--- src/rtl/pmod_mux_arbiter_if.sv ---
// Request/grant and PMOD mux control bundle between the peripheral requesters
// and the PMOD mux arbiter.
interface pmod_mux_arbiter_if;
    logic [3:0] req;
    logic [3:0] grant;
    logic [1:0] mux_sel;
    logic       port_hiz;
    logic       busy;
    logic       timeout_err;
    logic [1:0] state_dbg;

    // req is a level request; a requester keeps its bit high for as long as it
    // wants the port, and owns the pins only while its grant bit is high.
    modport master (
        output req,
        input  grant, mux_sel, port_hiz, busy, timeout_err, state_dbg
    );

    modport slave (
        input  req,
        output grant, mux_sel, port_hiz, busy, timeout_err, state_dbg
    );
endinterface

--- src/rtl/pmod_mux_arbiter.sv ---
// Round-robin arbiter sharing one PMOD port between UART, SPI, GPIO and I2C,
// with high-Z guard cycles on every mux select change and a grant-hold timeout.
module pmod_mux_arbiter #(
    parameter int unsigned GUARD_CYCLES   = 4,
    parameter logic [15:0] TIMEOUT_CYCLES = 16'd50000,
    parameter logic [1:0]  RESET_SEL      = 2'b01
) (
    input  logic              clk,
    input  logic              rst_n,
    pmod_mux_arbiter_if.slave bus
);

    localparam logic [1:0] ST_IDLE  = 2'd0;
    localparam logic [1:0] ST_GUARD = 2'd1;
    localparam logic [1:0] ST_GRANT = 2'd2;
    localparam logic [7:0] GUARD_LOAD = 8'(GUARD_CYCLES - 1);

    logic [1:0]  state_q, state_d;
    logic [1:0]  mux_sel_q, mux_sel_d;
    logic [1:0]  last_grant_q, last_grant_d;
    logic [1:0]  winner_q, winner_d;
    logic [7:0]  guard_cnt_q, guard_cnt_d;
    logic [15:0] hold_cnt_q, hold_cnt_d;
    logic        to_done_q, to_done_d;

    logic [1:0]  rr_idx;
    logic [1:0]  rr_win;
    logic        rr_found;
    logic [3:0]  grant_vec;
    logic        timeout_hit;

    // Search starts just after the last completed grant and wraps.
    always_comb begin
        rr_idx   = '0;
        rr_win   = '0;
        rr_found = 1'b0;
        for (int i = 1; i <= 4; i++) begin
            rr_idx = last_grant_q + 2'(i);
            if (!rr_found && bus.req[rr_idx]) begin
                rr_found = 1'b1;
                rr_win   = rr_idx;
            end
        end
    end

    always_comb begin
        grant_vec   = (state_q == ST_GRANT) ? (4'b0001 << winner_q) : 4'b0000;
        timeout_hit = (TIMEOUT_CYCLES != 16'd0) && (state_q == ST_GRANT) &&
                      (hold_cnt_q == TIMEOUT_CYCLES) &&
                      (|(bus.req & ~grant_vec)) && !to_done_q;
    end

    always_comb begin
        state_d      = state_q;
        mux_sel_d    = mux_sel_q;
        last_grant_d = last_grant_q;
        winner_d     = winner_q;
        guard_cnt_d  = guard_cnt_q;
        hold_cnt_d   = hold_cnt_q;
        to_done_d    = to_done_q | timeout_hit;
        case (state_q)
            ST_IDLE: begin
                if (rr_found) begin
                    winner_d = rr_win;
                    if (rr_win == mux_sel_q) begin
                        state_d    = ST_GRANT;
                        hold_cnt_d = '0;
                        to_done_d  = 1'b0;
                    end else begin
                        state_d     = ST_GUARD;
                        mux_sel_d   = rr_win;
                        guard_cnt_d = GUARD_LOAD;
                    end
                end
            end
            ST_GUARD: begin
                // An abandoned guard leaves last_grant alone so fairness is kept.
                if (!bus.req[winner_q]) begin
                    state_d = ST_IDLE;
                end else if (guard_cnt_q == 8'd0) begin
                    state_d    = ST_GRANT;
                    hold_cnt_d = '0;
                    to_done_d  = 1'b0;
                end else begin
                    guard_cnt_d = guard_cnt_q - 8'd1;
                end
            end
            ST_GRANT: begin
                if (!bus.req[winner_q]) begin
                    state_d      = ST_IDLE;
                    last_grant_d = winner_q;
                end else if (hold_cnt_q != TIMEOUT_CYCLES) begin
                    hold_cnt_d = hold_cnt_q + 16'd1;
                end
            end
            default: state_d = ST_IDLE;
        endcase
    end

    always_ff @(posedge clk or negedge rst_n) begin
        if (!rst_n) begin
            state_q      <= ST_IDLE;
            mux_sel_q    <= RESET_SEL;
            last_grant_q <= 2'd3;
            winner_q     <= 2'd0;
            guard_cnt_q  <= 8'd0;
            hold_cnt_q   <= 16'd0;
            to_done_q    <= 1'b0;
        end else begin
            state_q      <= state_d;
            mux_sel_q    <= mux_sel_d;
            last_grant_q <= last_grant_d;
            winner_q     <= winner_d;
            guard_cnt_q  <= guard_cnt_d;
            hold_cnt_q   <= hold_cnt_d;
            to_done_q    <= to_done_d;
        end
    end

    assign bus.grant       = grant_vec;
    assign bus.mux_sel     = mux_sel_q;
    assign bus.port_hiz    = (state_q == ST_GUARD);
    assign bus.busy        = (state_q != ST_IDLE);
    assign bus.timeout_err = timeout_hit;
    assign bus.state_dbg   = state_q;

endmodule
--- src/flat_wrapper.sv ---
// flat-port wrapper written by rule: the top's interface ports become plain ports
module pmod_mux_arbiter_flat 
#(
    parameter int unsigned GUARD_CYCLES   = 4,
    parameter logic [15:0] TIMEOUT_CYCLES = 16'd50000,
    parameter logic [1:0]  RESET_SEL      = 2'b01
)
  (clk, rst_n, bus_req, bus_grant, bus_mux_sel, bus_port_hiz, bus_busy, bus_timeout_err, bus_state_dbg);
  pmod_mux_arbiter_if bus_i ();
  input  logic clk;
  input  logic rst_n;
  input wire logic [$bits(bus_i.req)-1:0] bus_req;
  output wire logic [$bits(bus_i.grant)-1:0] bus_grant;
  output wire logic [$bits(bus_i.mux_sel)-1:0] bus_mux_sel;
  output wire logic [$bits(bus_i.port_hiz)-1:0] bus_port_hiz;
  output wire logic [$bits(bus_i.busy)-1:0] bus_busy;
  output wire logic [$bits(bus_i.timeout_err)-1:0] bus_timeout_err;
  output wire logic [$bits(bus_i.state_dbg)-1:0] bus_state_dbg;
  assign bus_i.req = bus_req;
  assign bus_grant = bus_i.grant;
  assign bus_mux_sel = bus_i.mux_sel;
  assign bus_port_hiz = bus_i.port_hiz;
  assign bus_busy = bus_i.busy;
  assign bus_timeout_err = bus_i.timeout_err;
  assign bus_state_dbg = bus_i.state_dbg;
  pmod_mux_arbiter #(.GUARD_CYCLES(GUARD_CYCLES), .TIMEOUT_CYCLES(TIMEOUT_CYCLES), .RESET_SEL(RESET_SEL)) u_core (.clk(clk), .rst_n(rst_n), .bus(bus_i));
endmodule
--- config.mk ---
export PLATFORM = sky130hd
export DESIGN_NAME = pmod_mux_arbiter_flat
export DESIGN_NICKNAME = d
export VERILOG_FILES = /design/src/rtl/pmod_mux_arbiter_if.sv /design/src/rtl/pmod_mux_arbiter.sv /design/src/flat_wrapper.sv
export SDC_FILE = /design/constraint.sdc
export NUM_CORES = 1
export LEC_CHECK = 0
export ABC_CLOCK_PERIOD_IN_PS = 2000
export BUFFER_PORTS_ARGS = -buffer_cell sky130_fd_sc_hd__buf_2
export CELL_PAD_IN_SITES_DETAIL_PLACEMENT = 0
export CELL_PAD_IN_SITES_GLOBAL_PLACEMENT = 1
export CORE_MARGIN = 3
export CORE_UTILIZATION = 40
export CTS_CLUSTER_DIAMETER = 80
export DETAILED_ROUTE_END_ITERATION = 8
export MAX_ROUTING_LAYER = met4
export PLACE_DENSITY_LB_ADDON = 0.1
export SLEW_MARGIN = 20
export SYNTH_ARGS = -nofsm -noshare
export SYNTH_HDL_FRONTEND = slang
export SYNTH_SLANG_ARGS = --single-unit
--- constraint.sdc ---
create_clock -name clk -period 2 [get_ports clk]
set_clock_uncertainty 0.05 [all_clocks]
set_input_delay 0.2 -clock clk [delete_from_list [all_inputs] [get_ports clk]]
set_output_delay 0.2 -clock clk [all_outputs]
set_load 0.01 [all_outputs]
==> flow_summary.yaml <==
clock_tree:
  clock_sinks: 33
  cts.clk_slew.worst_paths_ns: 0.07
  cts_buffer_depth: 2
  clock_latency_ns: 0.28
  htreeDepth: 2
  cts_tree: "done"
  numCtsBuffers: 5
  root_buffer: "clkbuf_8"
logic_synthesis:
  ys.warnings.count: 0
  synth-async-reset-ratio_pct: 100
  postSynthNetCount: 224
  synth_top_area_cell: "dfrtp_1"
  synth_cells: 214
  ys_seq_area_share_pct: 41.2
  ys_types: 51
  synth_top_cell_area_share_pct: 37.2
  synth_edf_count: 0
  synth_ff_type: "dfrtp_1"
  ys_top_cells_by_count: "30 x dfrtp_1, 18 x a21oi_1, 18 x nand2_1, 16 x nor2_1, 10 x nand3_1"
  syn_area_per_cell_sq_um: 9.42
  synthTopCellsByArea: "dfrtp_1 37%, a21oi_1 4.5%, dfstp_2 3.9%"
  ys_ff_latch: 33
  netlist_area_sq_um: 2020
  synth.most_common_cell: "dfrtp_1"
setup_path:
  worst_ep_required_time_ns: 1.75
  worstSetupEndpointType: "primary output"
  crit_fanout: 4
  crit_path_start_kind: "flop"
  reg2reg_to: "u_core.guard_cnt_q[1]"
  critPathKind: "reg2out"
  cp.arrival_ns: 1.87
  r2r_cells: 6
  r2r-start: "u_core.last_grant_q[0]"
  rrSetupSlack_ns: -0.05
power_and_ir_drop:
  power_density_nw_per_um2: 1330
  power.leakage_nw: 1.23
  pwr-share-clk_pct: 13.3
  seq_power_share_pct: 28.5
  vdd.ir_drop.worst_mv: 0.761
  p_comb_share_pct: 58.2
  swShare_pct: 41.1
  p_sw_mw: 1.50
  internal_power_mw: 2.15
  p_total_mw: 3.65
drt:
  drt_first_pass_iters: 6
  route.detailed.drc: 0
  routed_via_density: 5.53
  vias: 1847
  ant_nets: 0
  first_iter_violations: 98
  totalWireLength_mm: 5.27
  wl_per_cell_um: 15.8
grt:
  grt.overflow.total: 0
  antenna_found_initial: 0
  grt_pass1_wl_mm: 8.67
  grt_pass1_vias: 1801
  grt_util_all_layers_pct: 18.6
  grt_max_degree: 34
floorplan:
  dieArea_sq_um: 5930
  core_region_area_sq_um: 4790
  start_util_pct: 42.1
  die_w_um: 77.0
  ioPinCount: 17
  num_rows: 25
  fp.dieH_um: 77.0
sta:
  fin_ws_ns: -0.121
  final.period_utilization_pct: 106
  fmax_mhz: 471
  whs_ns: 0.452
  timing.slew.headroom_pct: 49.0
  rsz0062_at_grt: "yes"
  worstMarginPinSlew_ns: 0.766
  slew_viol_final: 0
  finalCriticalPeriod_ns: 2.12
  hold_viol: 0
  fin_setup_tns_ns: -0.289
  setup_violations: 13
cells_and_area:
  drive_gt1_share_pct: 41.2
  layout-area-overhead-vs-synth_pct: 36.5
  antenna_cells: 0
  final_nets: 276
  stdcell_count: 334
placement:
  place_congestion: 0.844
  dpl.cell_count: 316
  dp_hpwl_mm: 3.65
  numPortBuffers: 16
  pre_cts_slack_ns: -0.117
hold_path:
  min_from: "u_core.guard_cnt_q[7]"
  hold_path_depth: 1
  min_to: "u_core.guard_cnt_q[7]"
  min_path_type: "reg2reg"
status:
  violations: "setup timing"
  status: "complete, but fails checks"
job:
  drv_cap: 0
==> cells in the final DEF (no fill, tap or decap), types with 4 or more instances in the layout <==
| cell type | n |
|---|---|
| buf_4 | 33 |
| dfrtp_1 | 30 |
| buf_2 | 16 |
| nand2_1 | 15 |
| nor2_1 | 14 |
| a21oi_1 | 12 |
| nand3_1 | 10 |
| inv_1 | 9 |
| nor3_1 | 9 |
| a31oi_4 | 7 |
| o21a_1 | 6 |
| a21o_1 | 5 |
| and3_1 | 5 |
| clkbuf_8 | 5 |
| o21ai_0 | 4 |
| a21oi_2 | 4 |
| ha_1 | 4 |
| buf_6 | 4 |
==> worst max-delay path: stages (launching register included) <==
cell and delay [ns]:
dfrtp_1 0.40, inv_1 0.07, ha_1 0.16, nand2_2 0.07, nor4_2 0.18, nand4_1 0.16, buf_4 0.19, nor2_4 0.10
nand2_2 0.06, nor2_2 0.08, buf_2 0.13
==> what timing repair did <==
item | CTS | global route
hold endpoints to repair | 30 | 0
setup endpoints to repair | 23 | 24
buffers inserted | 4 | 4
gates resized for setup | 18 | 24
hold buffers | 1 | 0
cloned | 1 | 0
pin swaps | 10 | 9
==> how the worst max path moves through the flow <==
stage	startpoint	cells after the start	to	slack, ns
floorplan	u_core.last_grant_q[0]	6	u_core.hold_cnt_q[10]	0.02
global placement	u_core.last_grant_q[0]	6	u_core.hold_cnt_q[2]	-0.07
detailed placement	u_core.last_grant_q[0]	6	u_core.hold_cnt_q[2]	-0.12
CTS	u_core.hold_cnt_q[0]	10	bus_timeout_err	-0.12
global route	u_core.hold_cnt_q[0]	10	bus_timeout_err	-0.27
finish	u_core.hold_cnt_q[0]	10	bus_timeout_err	-0.12
==> state kept, by name, indices dropped and copies added (netlist names) <==
name                  flops
u_core.guard_cnt_q        8
u_core.bus.mux_sel        2
u_core.to_done_q          1
u_core.bus.state_dbg      2
u_core.last_grant_q       2
u_core.hold_cnt_q        16
u_core.winner_q           2
==> per-layer routing <==
metal / part of all wire, % / GRT usage (%)
met1: 45 / 23.6
met2: 49 / 29.3
met3: 4.4 / 4.34
met4: 1.6 / 6.23
met5: 0 / -
==> layout make-up <==
cell class	count	area (sq um)
clock buffer	6	72.6
clock inverter	2	10.0
fill	437	2030
inverter	10	42.5
multi-input combinational	160	1280
sequential	33	830
tap	67	83.8
timing repair buffer	56	430
==> stage by stage <==
step                      area [sq um]  util [%]
after floorplan                   2020         -
after global placement            2360      49.2
after detailed placement          2360      49.2
after CTS                         2580      53.9
after global routing              2750      57.5
final                             2750      57.5
==> cell families (layout without fill, tap and decap cells) <==
logic type               count (synthesis)  after routing  share of synthesized area [%]
AND/OR/NAND/NOR                         84             84                           21.9
XOR/XNOR                                 2              2                          0.869
buffers and inverters                   21             74                           5.28
adder cells (fa/ha/maj)                  4              4                           2.48
flip-flops                              33             33                           41.2
multiplexers                             5              5                           3.54
AO/OA/AOI/OAI                           65             65                           24.8
==> power groups by stage <==
stage | clock network [mW] | logic (mW) | registers [mW]
after floorplan | 0 | 1.02 | 1.03
after global placement | 0 | 1.53 | 1.03
after detailed placement | 0 | 1.57 | 1.04
after CTS | 0.507 | 1.85 | 1.03
after global routing | 0.546 | 2.29 | 1.07
final | 0.486 | 2.12 | 1.04
Note: power is estimated with default switching activity, not from simulation.
